`config.mk`:
```
export PLATFORM = sky130hd
export DESIGN_NAME = ram_rd_streamer
export DESIGN_NICKNAME = d
export VERILOG_FILES = /design/src/rtl/ram_rd_streamer.sv
export SDC_FILE = /design/constraint.sdc
export NUM_CORES = 1
export LEC_CHECK = 0
export ABC_AREA = 1
export CORE_MARGIN = 5
export CORE_UTILIZATION = 68
export DETAILED_ROUTE_END_ITERATION = 10
export DONT_BUFFER_PORTS = 1
export PLACE_DENSITY_LB_ADDON = 0.15
export SETUP_SLACK_MARGIN = 0.1
export SLEW_MARGIN = 20
export SYNTH_ARGS = -nofsm -noshare
export SYNTH_HDL_FRONTEND = slang
export SYNTH_SLANG_ARGS = --single-unit
```
`constraint.sdc`:
```
create_clock -name clk -period 4.83 [get_ports clk]
set_input_delay 0.966 -clock clk [delete_from_list [all_inputs] [get_ports clk]]
set_output_delay 0.966 -clock clk [all_outputs]
set_load 0.01 [all_outputs]
```
`src/rtl/ram_rd_streamer.sv`:
```
// Streams len words from a fixed-latency RAM starting at base_addr; out_valid trails start by 2+RD_LAT cycles.
// Reads are gated by buffer credit, so a stalled consumer throttles ram_re instead of dropping returned data.
module ram_rd_streamer #(
   parameter int WORDSZ    = 32,
   parameter int ADDRSZ    = 10,
   parameter int NWORDS    = 1024,
   parameter int LENSZ     = 11,
   parameter int RD_LAT    = 1,
   parameter int BUF_DEPTH = 4
) (
   input  logic              clk,
   input  logic              rst,
   input  logic              start,
   input  logic [ADDRSZ-1:0] base_addr,
   input  logic [LENSZ-1:0]  len,
   output logic              busy,
   output logic              done,
   output logic              ram_re,
   output logic [ADDRSZ-1:0] ram_raddr,
   input  logic [WORDSZ-1:0] ram_rdata,
   output logic              out_valid,
   output logic [WORDSZ-1:0] out_data,
   output logic              out_last,
   input  logic              out_ready
);

   localparam int PW = (BUF_DEPTH > 1) ? $clog2(BUF_DEPTH) : 1;
   localparam int CW = $clog2(BUF_DEPTH + 1);
   localparam int FW = $clog2(BUF_DEPTH + RD_LAT + 2) + 1;
   localparam logic [ADDRSZ-1:0] ADDR_LAST = ADDRSZ'(NWORDS - 1);
   localparam logic [PW-1:0]     PTR_LAST  = PW'(BUF_DEPTH - 1);

   typedef enum logic [1:0] {IDLE, ISSUE, DRAIN} state_t;
   state_t state, state_nx;

   logic [ADDRSZ-1:0] next_addr;
   logic [LENSZ-1:0]  remaining;
   logic              rd_last;
   logic [RD_LAT-1:0] tag_vld;
   logic [RD_LAT-1:0] tag_last;
   logic [WORDSZ:0]   buf_mem [BUF_DEPTH];
   logic [PW-1:0]     wr_ptr, rd_ptr;
   logic [CW-1:0]     occ;
   logic [FW-1:0]     committed;
   logic              push, pop, head_last;
   logic              issue, issue_last, job_go, job_end, zero_job;

   function automatic logic [ADDRSZ-1:0] addr_inc(input logic [ADDRSZ-1:0] a);
      return (a == ADDR_LAST) ? '0 : a + ADDRSZ'(1);
   endfunction

   function automatic logic [PW-1:0] ptr_inc(input logic [PW-1:0] p);
      return (p == PTR_LAST) ? '0 : p + PW'(1);
   endfunction

   assign push      = tag_vld[RD_LAT-1];
   assign out_valid = (occ != '0);
   assign pop       = out_valid & out_ready;
   assign head_last = buf_mem[rd_ptr][WORDSZ];
   assign out_last  = out_valid & head_last;
   assign out_data  = out_valid ? buf_mem[rd_ptr][WORDSZ-1:0] : '0;
   assign busy      = (state != IDLE);
   assign zero_job  = (state == IDLE) && start && (len == '0);

   // Slots already spoken for: reads in flight plus buffered words, less the one leaving this cycle.
   always_comb begin
      committed = FW'(occ) + FW'(ram_re);
      for (int i = 0; i < RD_LAT; i++) begin
         committed = committed + FW'(tag_vld[i]);
      end
      committed = committed - FW'(pop);
   end

   always_ff @(posedge clk or posedge rst) begin
      if (rst) state <= IDLE;
      else     state <= state_nx;
   end

   always_comb begin
      state_nx   = state;
      issue      = 1'b0;
      issue_last = 1'b0;
      job_go     = 1'b0;
      job_end    = 1'b0;
      case (state)
         IDLE: begin
            if (start && len != '0) begin
               job_go     = 1'b1;
               issue      = 1'b1;
               issue_last = (len == LENSZ'(1));
               state_nx   = ISSUE;
            end
         end
         ISSUE: begin
            if (remaining != '0 && committed < FW'(BUF_DEPTH)) begin
               issue      = 1'b1;
               issue_last = (remaining == LENSZ'(1));
            end
            if (remaining == '0 || issue_last) state_nx = DRAIN;
         end
         DRAIN: begin
            if (pop && head_last) begin
               job_end  = 1'b1;
               state_nx = IDLE;
            end
         end
         default: state_nx = IDLE;
      endcase
   end

   always_ff @(posedge clk or posedge rst) begin
      if (rst) begin
         ram_re    <= 1'b0;
         rd_last   <= 1'b0;
         ram_raddr <= '0;
         next_addr <= '0;
         remaining <= '0;
         done      <= 1'b0;
         tag_vld   <= '0;
         tag_last  <= '0;
      end else begin
         ram_re  <= issue;
         rd_last <= issue_last;
         done    <= job_end | zero_job;
         if (job_go) begin
            ram_raddr <= base_addr;
            next_addr <= addr_inc(base_addr);
            remaining <= len - LENSZ'(1);
         end else if (issue) begin
            ram_raddr <= next_addr;
            next_addr <= addr_inc(next_addr);
            remaining <= remaining - LENSZ'(1);
         end
         // Tag pipeline mirrors the RAM latency so the write lands when ram_rdata is valid.
         tag_vld[0]  <= ram_re;
         tag_last[0] <= rd_last;
         for (int i = 1; i < RD_LAT; i++) begin
            tag_vld[i]  <= tag_vld[i-1];
            tag_last[i] <= tag_last[i-1];
         end
      end
   end

   always_ff @(posedge clk or posedge rst) begin
      if (rst) begin
         wr_ptr <= '0;
         rd_ptr <= '0;
         occ    <= '0;
      end else begin
         if (push) wr_ptr <= ptr_inc(wr_ptr);
         if (pop)  rd_ptr <= ptr_inc(rd_ptr);
         case ({push, pop})
            2'b10:   occ <= occ + CW'(1);
            2'b01:   occ <= occ - CW'(1);
            default: occ <= occ;
         endcase
      end
   end

   always_ff @(posedge clk) begin
      if (push) buf_mem[wr_ptr] <= {tag_last[RD_LAT-1], ram_rdata};
   end

endmodule

```
-- Word level (Yosys, flattened, before mapping)
Memories as Yosys holds them, arrays and structs flattened.
Cells that the tools add are included.
- $lt $le $gt $ge: 1
- bitwise gates (word level): 3
- add/sub/neg operators: 11
- reduce and logical (&&, ||, !) cells: 16
- mux-type cells: 28
- eq/ne operators: 13
- operators by type and width (kind ; number):
    two-way mux 10 bit ; 6
    two-way mux 32 bit ; 1
    == test 11 x 1 -> 1 bit (second input constant) ; 2
    zero test 11 bit ; 2
    two-way mux 11 bit ; 2
    nonzero test 11 bit ; 2
    subtractor 11 x 1 -> 11 bit (second input constant) ; 2
    adder 10 x 1 -> 10 bit (second input constant) ; 2
    == test 10 bit (second input constant) ; 2
    two-way mux 1 bit ; 10
    two-way mux 2 bit ; 5
    == test 2 bit (second input constant) ; 4
    one-hot mux 2 bit (3 select lines) ; 1
    one-hot mux 3 bit (2 select lines) ; 1
    nonzero test 2 bit ; 3
    logical AND 1 bit ; 5
    adder 2 x 1 -> 2 bit (second input constant) ; 2
    adder 3 x 1 -> 4 bit ; 1
    adder 4 x 1 -> 4 bit ; 1
    == test 2 x 1 -> 1 bit (second input constant) ; 2
    less-than comparator 4 x 3 -> 1 bit (second input constant) ; 1
    inequality test 2 bit (second input constant) ; 2
    one-hot mux 1 bit (2 select lines) ; 2
    subtractor 4 x 1 -> 4 bit ; 1
    other kinds (9) ; 10
- bits of input ports: 57
- bits in writable memories: 132
- bits in registers: 45
- output and inout bits: 47
- word-level logic and storage cells: 85
- memories kept: 1
- memories (memory ; words ; width ; read ports ; clocked after Yosys merged registers in ; write ports ; line ; text):
    buf_mem ; 4 ; 33 ; 1 ; 0 ; 1 ; 41 ; logic [WORDSZ:0] buf_mem [BUF_DEPTH];

-- Longest topological paths before layout
Gate-level depths: netlist of the first run.
- depth after elaboration: 10
- depth in mapped cells: 19
- mapped depth without buffers: 18

-- Least setup slack after synthesis of the first run
No wires, ideal clock.
- path type: input-to-reg
- from: input out_ready
- to: register remaining[8]
- stages: 17
- buffers on the path: 1
- arrival time: 2.414 ns
- slack: 2.351 ns
- cells stage by stage: nand2_1 -> inv_1 -> nand2_1 -> o21ai_0 -> ha_1 -> nand2_1 -> nand2_1 -> nand2_1 -> nand2_1 -> nand2_1 -> nand2_1 -> inv_1 -> nand4_2 -> nand2_1 -> buf_2 -> nand2_1 -> nand2_1
- longest elaborated chain between the ends: 7
- RTL lines (element ; line ; text):
    from (decl) ; 24 ; input logic out_ready
    bitwise AND 1 bit ; 58 ; assign pop = out_valid & out_ready;
    subtractor 4 x 1 -> 4 bit ; 71 ; committed = committed - FW'(pop);
    less-than comparator 4 x 3 -> 1 bit ; 95 ; if (remaining != '0 && committed < FW'(BUF_DEPTH)) begin
    logical AND 1 bit ; 95 ;
    two-way mux 1 bit ; 95 ;
    one-hot mux 1 bit (2 select lines) ; 85 ; case (state)
    nonzero test 2 bit (no line) ; - ;
    to (signal assigned) ; 128 ; remaining <= len - LENSZ'(1);
    to (signal assigned) ; 132 ; remaining <= remaining - LENSZ'(1);
    to (decl) ; 37 ; logic [LENSZ-1:0] remaining;
No other way between the ends.
A chain may end at the register's enable or synchronous reset.

-- Final worst setup path of the first run
- from: register occ[1]
- to: register remaining[8]
- longest elaborated chain between the ends: 8
- RTL lines (element ; line ; text):
    from (decl) ; 43 ; logic [CW-1:0] occ;
    from (signal assigned) ; 153 ; 2'b10: occ <= occ + CW'(1);
    from (signal assigned) ; 154 ; 2'b01: occ <= occ - CW'(1);
    nonzero test 3 bit ; 57 ; assign out_valid = (occ != '0);
    named net out_valid ; 21 ; output logic out_valid,
    bitwise AND 1 bit ; 58 ;
    subtractor 4 x 1 -> 4 bit ; 71 ;
    less-than comparator 4 x 3 -> 1 bit ; 95 ;
    logical AND 1 bit ; 95 ;
    two-way mux 1 bit ; 95 ;
    one-hot mux 1 bit (2 select lines) ; 85 ;
    nonzero test 2 bit (no line) ; - ;
The timed path passes the listed nets, and every way through them passes these cells.

==> results of run 1 <==
## cells by family (layout without fill, tap and decap cells)
group,Yosys count,count (layout),synth area share (%)
AO/OA/AOI/OAI,138,138,8.40
AND/OR/NAND/NOR,416,416,20.6
flip-flops,177,177,60.9
multiplexers,1,1,0.135
adder cells (fa/ha/maj),15,15,2.33
XOR/XNOR,20,20,2.10
buffers and inverters,105,105,5.57
## power breakdown
part | switching, W | internal [W]
clock | 0.000564 | 0.000713
sequential | 0.000194 | 0.00197
combinational | 0.00154 | 0.000629
total | 0.00230 | 0.00332
## final cells by class
cell class	instances	area (µm²)	share of cell area, %
Sequential cell	177	5090	56.9
Multi-Input combinational cell	590	2810	31.4
Clock buffer	20	437	4.88
Inverter	63	238	2.66
Tap cell	147	184	2.06
Clock inverter	12	113	1.26
Timing Repair Buffer	10	75.1	0.840
## sequential cells by signal, indices dropped and copies added, names as in the netlist
name	flops
tag_last	1
ram_raddr	10
occ	3
rd_last	1
buf_mem	132
remaining	11
next_addr	10
state	2
ram_re	1
push	1
wr_ptr	2
done	1
rd_ptr	2
## cells in the final DEF (no fill, tap or decap), types with 2 or more instances in the layout
cell        synthesis  routed
buf_4               2      10
clkinv_4            0       2
nor2_1            162     162
clkinv_2            0       4
edfxtp_1          132     132
xor2_1             15      15
or2_2               3       3
dfrtp_1            45      44
nand3_1            57      57
clkbuf_1           16       3
clkbuf_16           0      17
a21oi_1            35      35
o21ai_1            16      16
inv_1              59      58
nor4_1              2       2
o21ai_0            82      82
ha_1               14      14
nor3_1              4       4
nand2_1           171     171
clkinvlp_4          0       4
o211ai_1            2       2
inv_2               3       3
nand4_1             8       8
xnor2_1             5       5
nand3b_1            2       2
## critical path: stages (launching register included)
cell and delay, ps:
dfrtp_1 410, inv_1 150, nand3_1 220, nand2_1 160, inv_1 100, nand2_1 120
o21ai_0 120, ha_1 290, nand2_1 70, nand2_1 70, nand2_1 100, nand3_1 110
nand2_1 90, inv_1 60, nand4_2 60, buf_4 320, nand2_1 710, nand2_1 270
nand2_1 80
## cells in the mapped netlist
library cell	instances
nand2_1	171
nor2_1	162
edfxtp_1	132
o21ai_0	82
inv_1	59
nand3_1	57
dfrtp_1	45
a21oi_1	35
clkbuf_1	16
o21ai_1	16
buf_2	15
xor2_1	15
ha_1	14
nand4_1	8
buf_6	6
xnor2_1	5
nor3_1	4
buf_1	3
inv_2	3
or2_2	3
buf_4	2
nand3b_1	2
nor4_1	2
o211ai_1	2
a21boi_0	1
clkinv_1	1
fa_1	1
mux2_2	1
nand2_2	1
nand2_4	1
nand3_2	1
nand4_2	1
nor2_4	1
nor3_2	1
o21bai_1	1
o22ai_1	1
or2_4	1
## through the flow
step / cell area, µm² / hold slack [ps] / utilization, %
3_5_place_dp: 8390 / 377 / 69.9
6_report: 8940 / 401 / 74.4
4_1_cts: 8940 / 398 / 74.4
5_1_grt: 8940 / 405 / 74.4
2_1_floorplan: 8360 / 331 / -
3_3_place_gp: 8390 / 357 / 69.9
## layer usage
metal  track usage, %  vias to the layer above  wire length (µm)  part of all wire, %
met5                0                        -                 0                    0
met4             10.3                        0               349                  2.0
met3             6.95                       34              1310                  7.5
met2             43.2                      195              9040                   51
met1             29.9                     2837              6930                   39
li1                 -                     2887                 -                    -
## worst min path at each step
stage	startpoint	end	slack [ps]	cells past startpoint
CTS	rd_last	tag_last	400	0
floorplan	rd_last	tag_last	330	0
global route	rd_last	tag_last	400	0
finish	rd_last	tag_last	400	0
detailed placement	rd_last	tag_last	380	0
global placement	rd_last	tag_last	360	0
==> impl_metrics.env, run 1 <==
export IMPL_r2r_end="remaining[8]"
export IMPL_nets=931
export IMPL_fmax_mhz=275
export IMPL_drive_gt1_share_pct=6.31
export IMPL_setup_slack_ps=1190
export IMPL_num_io_pins=104
export IMPL_p_per_area_nw_per_um2=628
export IMPL_h_tree_depth=4
export IMPL_synth_top_area_cell="edfxtp_1"
export IMPL_clock_skew_ps=13.4
export IMPL_required_ps=5120
export IMPL_antenna_found_initial=0
export IMPL_hold_violations=0
export IMPL_n_antenna_cell=0
export IMPL_portBuffers=0
export IMPL_die_area_um2=14600
export IMPL_vdd_drop_max_mv=0.278
export IMPL_vias=5953
export IMPL_areaGrowthSynthToFinish_pct=6.96
export IMPL_finalPower_w=0.00562
export IMPL_initial_core_util_pct=69.6
export IMPL_synth_seq_cells=177
export IMPL_clk_path_buf_depth=2
export IMPL_post_cts_buffers=0
export IMPL_synthTopCellsByArea="edfxtp_1 (47%), dfrtp_1 (13%), nand2_1 (7.7%), nor2_1 (7.3%), o21ai_0 (4.9%)"
export IMPL_grt_pass1_vias=6019
export IMPL_critPathKind="reg -> reg"
export IMPL_post_cts_resized=0
export IMPL_avgViaCountPerCell=5.84
export IMPL_reg2regPathDepth=18
export IMPL_coreArea_um2=12000
export IMPL_drt_first_iter_violations=487
export IMPL_cts_hold_buffers=0
export IMPL_rsz0062_at_grt="false"
export IMPL_netlist_area_um2=8360
export IMPL_gr_total_overflow=0
export IMPL_post_synth_top_area_fraction_pct=47.4
export IMPL_cts_root_buffer="clkbuf_16"
export IMPL_clock_latency_ps=420
export IMPL_ys_seq_area_share_pct=60.9
export IMPL_cts_tree="yes"
export IMPL_min_period_ps=3640
export IMPL_synthDistinctLibCells=37
export IMPL_worst_pin_slew_ps=1070
export IMPL_grt_max_degree=71
export IMPL_start_kind="flip-flop"
export IMPL_die_width_um=121
export IMPL_gp_congestion=0.885
export IMPL_syn_num_nets=944
export IMPL_r2r_setup_slack_ps=1190
export IMPL_hpwl_um=11000
export IMPL_fillers=807
export IMPL_worstSetupEndpoint="remaining[8]"
export IMPL_finalCritPeriodShare_pct=75.3
export IMPL_first_pass_iters=5
export IMPL_cts_buffers=17
export IMPL_max_cap_violations=0
export IMPL_grt_pass1_wl_um=28600
export IMPL_avgRoutedWirePerCell_um=17.3
export IMPL_wl_um=17600
export IMPL_syn_area_per_cell_um2=9.59
export IMPL_setup_viol=0
export IMPL_slew_viol_final=0
export IMPL_p_leak_nw=3.67
export IMPL_yosys_warnings=0
export IMPL_crit_start="occ[1]"
export IMPL_drtAntennaViolNets=0
export IMPL_status="completed"
export IMPL_placementRows=40
export IMPL_grtUsageTotal_pct=25.1
export IMPL_syn_inst=872
export IMPL_dp_cells=987
export IMPL_layout_cells_non_filler=1019
export IMPL_worstHoldPathType="reg -> reg"
export IMPL_arrival_ps=3930
export IMPL_fp_dieH_um=121
export IMPL_cts_sink_count=177
export IMPL_relSlewSlack_pct=28.6
export IMPL_drc=0
export IMPL_endpoint_kind="flip-flop"
export IMPL_clkSlewWorstSetupHoldPaths_ps=70
export IMPL_fin_setup_tns_ps=0
export IMPL_preCtsSetupSlack_ps=1150
export IMPL_critPathMaxFanout=32
export IMPL_reg2reg_from="occ[1]"
Note: power is estimated with default switching activity, not from simulation.
==> inputs of run 2 (changes only) <==
CORE_UTILIZATION = 64   (was 68)
clock period = 3.8 ns   (was 4.83 ns; I/O delays follow)
==> impl_metrics.env, run 2 (synthesized netlist as in run 1, its figures left out) <==
export IMPL_cp_top_family="buffers and inverters"
export IMPL_worst_pin_slew_ps=958
export IMPL_required_ps=3040
export IMPL_initial_core_util_pct=65.7
export IMPL_gr_total_overflow=0
export IMPL_avgViaCountPerCell=5.77
export IMPL_gp_congestion=0.893
export IMPL_multiInputGateArea_um2=2810
export IMPL_status="completed"
export IMPL_reg2regPathDepth=18
export IMPL_top_regs="buf_mem: 132 flops, remaining: 11 flops"
export IMPL_r2r_setup_slack_ps=1010
export IMPL_avgRoutedWirePerCell_um=16.9
export IMPL_fillers=927
export IMPL_cts_tree="yes"
export IMPL_vdd_drop_max_mv=0.389
export IMPL_p_leak_nw=3.68
export IMPL_cts_sink_count=177
export IMPL_areaGrowthSynthToFinish_pct=7.65
export IMPL_hold_violations=0
export IMPL_clock_latency_ps=420
export IMPL_grt_pass1_wl_um=28800
export IMPL_grtUsageTotal_pct=22.9
export IMPL_rsz0062_at_grt="false"
export IMPL_reg2reg_from="occ[0]"
export IMPL_p_per_area_nw_per_um2=799
export IMPL_largest_register_ffs=132
export IMPL_die_area_um2=15400
export IMPL_fin_setup_tns_ps=0
export IMPL_post_cts_buffers=0
export IMPL_die_width_um=124
export IMPL_setup_viol=0
export IMPL_portBuffers=0
export IMPL_cp_num_buf_inv=1
export IMPL_relSlewSlack_pct=36.1
export IMPL_r2r_end="ram_raddr[1]"
export IMPL_crit_start="rd_ptr[0]"
export IMPL_nets=933
export IMPL_hpwl_um=11000
export IMPL_antenna_found_initial=0
export IMPL_fp_dieH_um=124
export IMPL_regArea_um2=5090
export IMPL_final_util_pct=70.7
export IMPL_arrival_ps=2220
export IMPL_max_cap_violations=0
export IMPL_drt_first_iter_violations=521
export IMPL_grt_max_degree=71
export IMPL_critPathSlowestCell="buf_4"
export IMPL_clock_skew_ps=5.99
export IMPL_min_period_ps=2980
export IMPL_h_tree_depth=4
export IMPL_n_antenna_cell=0
export IMPL_layout_common_cells="nand2_1 (171), nor2_1 (162), edfxtp_1 (132), o21ai_0 (82), inv_1 (58)"
export IMPL_finalCritPeriodShare_pct=78.3
export IMPL_drtAntennaViolNets=0
export IMPL_largest_register="buf_mem"
export IMPL_cts_root_buffer="clkbuf_16"
export IMPL_critPathMaxFanout=70
export IMPL_coreArea_um2=12700
export IMPL_cts_buffers=17
export IMPL_endpoint_kind="output pin"
export IMPL_grt_pass1_vias=5952
export IMPL_cts_hold_buffers=0
export IMPL_wl_um=17600
export IMPL_first_pass_iters=5
export IMPL_max_stage_delay_ps=570
export IMPL_clk_path_buf_depth=2
export IMPL_final_common_cell="nand2_1"
export IMPL_post_cts_resized=0
export IMPL_slew_viol_final=0
export IMPL_critPathKind="reg -> out"
export IMPL_num_io_pins=104
export IMPL_clkSlewWorstSetupHoldPaths_ps=60
export IMPL_vias=6019
export IMPL_crit_top_cell="nor2_1"
export IMPL_fmax_mhz=336
export IMPL_drive_gt1_share_pct=5.96
export IMPL_placementRows=41
export IMPL_drc=0
export IMPL_path_cells="buf_4, nor2_1, nor2_1, o21ai_0, a21oi_1"
export IMPL_start_kind="flip-flop"
export IMPL_worstHoldPathType="in -> async"
[run 2: changes by cell type in the layout (fill, tap and decap cells not counted), sizes merged]
cell,previous run,this run
clkinv,7,9
buf,10,12
bufinv,1,2
inv,63,61
clkbuf,20,18
clkinvlp,4,3
[run 2: area by class of cell]
cell class / instances / share of cell area, %
inverters: 63 / 2.63
multi-input cells: 590 / 31.2
clock inverters: 12 / 1.33
flip-flops and latches: 177 / 56.6
clock buffers: 18 / 4.77
repair buffers: 12 / 1.14
well taps: 172 / 2.39
[run 2: metal layers]
metal  part of all wire, %  track usage (%)  vias to the layer above
met3                   7.4             6.60                       30
li1                      -                -                     2883
met1                    41             28.1                     2890
met2                    50             39.2                      216
met5                     0                0                        -
met4                   1.5             7.35                        0
[run 2: worst max path at each step]
stage	end	slack [ps]	cells after the start
2_1_floorplan	remaining[8]	1530	17
3_3_place_gp	ram_raddr[1]	1200	17
3_5_place_dp	ram_raddr[1]	1100	19
4_1_cts	out_data[21]	790	3
5_1_grt	out_data[28]	690	5
6_report	out_data[21]	820	5
[run 2: worst register-to-register path, stage by stage, from the launching register on]
cell,delay (ps)
dfrtp_1,390
inv_1,130
nand3_1,230
nand2_1,190
inv_1,110
nand2_1,90
o21ai_0,90
ha_1,280
nand2_1,60
nand2_1,90
nand2_1,70
nand2_1,60
nand2_1,40
nand2_1,90
nand4_2,100
nand2_1,360
buf_12,220
nand2_1,70
nand2_1,60
[run 2: stage by stage]
step / total power [W] / std cells / worst slack [ps] / area, µm² / hold slack (ps)
after CTS: 0.00721 / 1044 / 793 / 9000 / 375
after floorplan: 0.00493 / 872 / 1530 / 8360 / 331
after detailed placement: 0.00557 / 1014 / 1100 / 8450 / 340
after global routing: 0.00769 / 1044 / 687 / 9000 / 380
final: 0.00719 / 1044 / 824 / 9000 / 362
after global placement: 0.00546 / 1014 / 1200 / 8450 / 339
[run 2: power by group]
group	switching (W)	leakage [nW]	internal (W)
clock	0.000681	0.258	0.000950
combinational	0.00194	1.65	0.000847
sequential	0.000261	1.77	0.00251
total	0.00289	3.68	0.00431
==> inputs of run 3 (changes only) <==
clock period = 2.75 ns   (was 3.8 ns; I/O delays follow)
==> impl_metrics.env, run 3 (synthesized netlist as in run 1, its figures left out) <==
export IMPL_wl_um=17600
export IMPL_first_pass_iters=4
export IMPL_gr_total_overflow=0
export IMPL_slew_viol_final=0
export IMPL_max_cap_violations=0
export IMPL_relSlewSlack_pct=61.8
export IMPL_critPathMaxFanout=14
export IMPL_drtAntennaViolNets=0
export IMPL_reg2regPathDepth=17
export IMPL_worst_pin_slew_ps=574
export IMPL_cp_top_family="buffers and inverters"
export IMPL_hpwl_um=11500
export IMPL_fp_dieH_um=124
export IMPL_drt_first_iter_violations=499
export IMPL_gp_congestion=0.873
export IMPL_initial_core_util_pct=65.7
export IMPL_top_regs="buf_mem: 132 flops, remaining: 11 flops"
export IMPL_final_common_cell="nand2_1"
export IMPL_avgViaCountPerCell=5.62
export IMPL_reg2reg_from="occ[0]"
export IMPL_p_leak_nw=3.76
export IMPL_layout_common_cells="nand2_1 (169), nor2_1 (162), edfxtp_1 (132), o21ai_0 (81), nand3_1 (56)"
export IMPL_finalCritPeriodShare_pct=90.0
export IMPL_arrival_ps=1930
export IMPL_die_area_um2=15400
export IMPL_num_io_pins=104
export IMPL_p_per_area_nw_per_um2=1130
export IMPL_antenna_found_initial=0
export IMPL_critPathKind="reg -> out"
export IMPL_die_width_um=124
export IMPL_portBuffers=0
export IMPL_clkSlewWorstSetupHoldPaths_ps=60
export IMPL_coreArea_um2=12700
export IMPL_setup_viol=0
export IMPL_drive_gt1_share_pct=7.83
export IMPL_cts_sink_count=177
export IMPL_avgRoutedWirePerCell_um=16.7
export IMPL_path_cells="inv_2, nand3_2, inv_1, buf_4, a21oi_1"
export IMPL_r2r_end="ram_raddr[3]"
export IMPL_max_stage_delay_ps=400
export IMPL_largest_register_ffs=132
export IMPL_grt_max_degree=71
export IMPL_start_kind="flip-flop"
export IMPL_cp_num_buf_inv=3
export IMPL_n_antenna_cell=0
export IMPL_grt_pass1_wl_um=28900
export IMPL_hold_violations=0
export IMPL_fmax_mhz=404
export IMPL_endpoint_kind="output pin"
export IMPL_fin_setup_tns_ps=0
export IMPL_critPathSlowestCell="dfrtp_1"
export IMPL_drc=0
export IMPL_layout_cells_non_filler=1053
export IMPL_grt_pass1_vias=5875
export IMPL_grtUsageTotal_pct=23.2
export IMPL_vdd_drop_max_mv=0.570
export IMPL_vias=5922
export IMPL_clk_path_buf_depth=2
export IMPL_clock_latency_ps=420
export IMPL_clock_skew_ps=7.43
export IMPL_cts_tree="yes"
export IMPL_largest_register="buf_mem"
export IMPL_dp_cells=1021
export IMPL_placementRows=41
export IMPL_rsz0062_at_grt="true"
export IMPL_h_tree_depth=4
export IMPL_min_period_ps=2480
export IMPL_cts_root_buffer="clkbuf_16"
export IMPL_worstHoldPathType="in -> async"
export IMPL_nets=940
export IMPL_required_ps=2200
export IMPL_cts_buffers=17
export IMPL_status="completed"
export IMPL_r2r_setup_slack_ps=310
export IMPL_areaGrowthSynthToFinish_pct=9.59
run 3: worst max path at each step:
stage | start | to | slack (ps) | depth (start not counted)
after floorplan | occ[0] | remaining[8] | 530 | 19
after global routing | occ[0] | ram_raddr[5] | 80 | 18
after detailed placement | occ[1] | ram_raddr[2] | 160 | 18
after CTS | occ[0] | ram_raddr[5] | 110 | 18
final | occ[0] | out_data[11] | 270 | 5
after global placement | occ[0] | ram_raddr[1] | 300 | 19
run 3: worst register-to-register path, stage by stage (launching register included):
cell and delay (ps):
dfrtp_1 400, inv_2 110, nand3_2 150, nand2_2 110, inv_1 100, nand2_1 110, o21ai_0 90, ha_1 280
nand2_1 50, nand2_1 90, nand2_1 80, nand2_1 70, nand2_1 50, nand2_1 90, nand4_2 130, buf_4 250
nand3_1 100, nand2_1 50
run 3: area by class of cell:
cell class	count	area (µm²)
clock buffer	18	429
sequential	177	5090
fill	924	3560
timing repair buffer	19	188
inverter	63	236
tap	172	215
clock inverter	14	188
multi-input combinational	590	2820
run 3: through the flow:
step	hold slack, ps	instance area [µm²]	total power [W]	setup slack (ps)	utilization (%)
final	142	9160	0.0103	275	72.0
after global routing	197	9160	0.0111	82.0	72.0
after CTS	162	9150	0.0104	111	71.9
after detailed placement	342	8530	0.00787	161	67.0
after global placement	336	8530	0.00767	296	67.0
after floorplan	331	8360	0.00681	532	-
run 3: power by group:
| part | switching (W) | total [W] | internal, W | leakage, nW |
|---|---|---|---|---|
| Combinational | 0.00275 | 0.00405 | 0.00129 | 1.69 |
| Sequential | 0.000351 | 0.00382 | 0.00347 | 1.77 |
| Clock | 0.000960 | 0.00248 | 0.00152 | 0.297 |
| Total | 0.00406 | 0.0103 | 0.00628 | 3.76 |
run 3: routing by layer:
layer  vias up  global-route usage, %  part of all wire [%]
met5         -                      0                     0
met3        18                   6.65                   7.4
met2       178                   40.7                    52
met4         0                   6.45                   1.1
met1      2821                   28.0                    40
li1       2905                      -                     -
run 3: what timing repair did:
action / in CTS / in global routing
buffers inserted: 0 / 0
hold buffers: 0 / 0
setup endpoints to repair: 11 / 51
gates resized for setup: 1 / 8
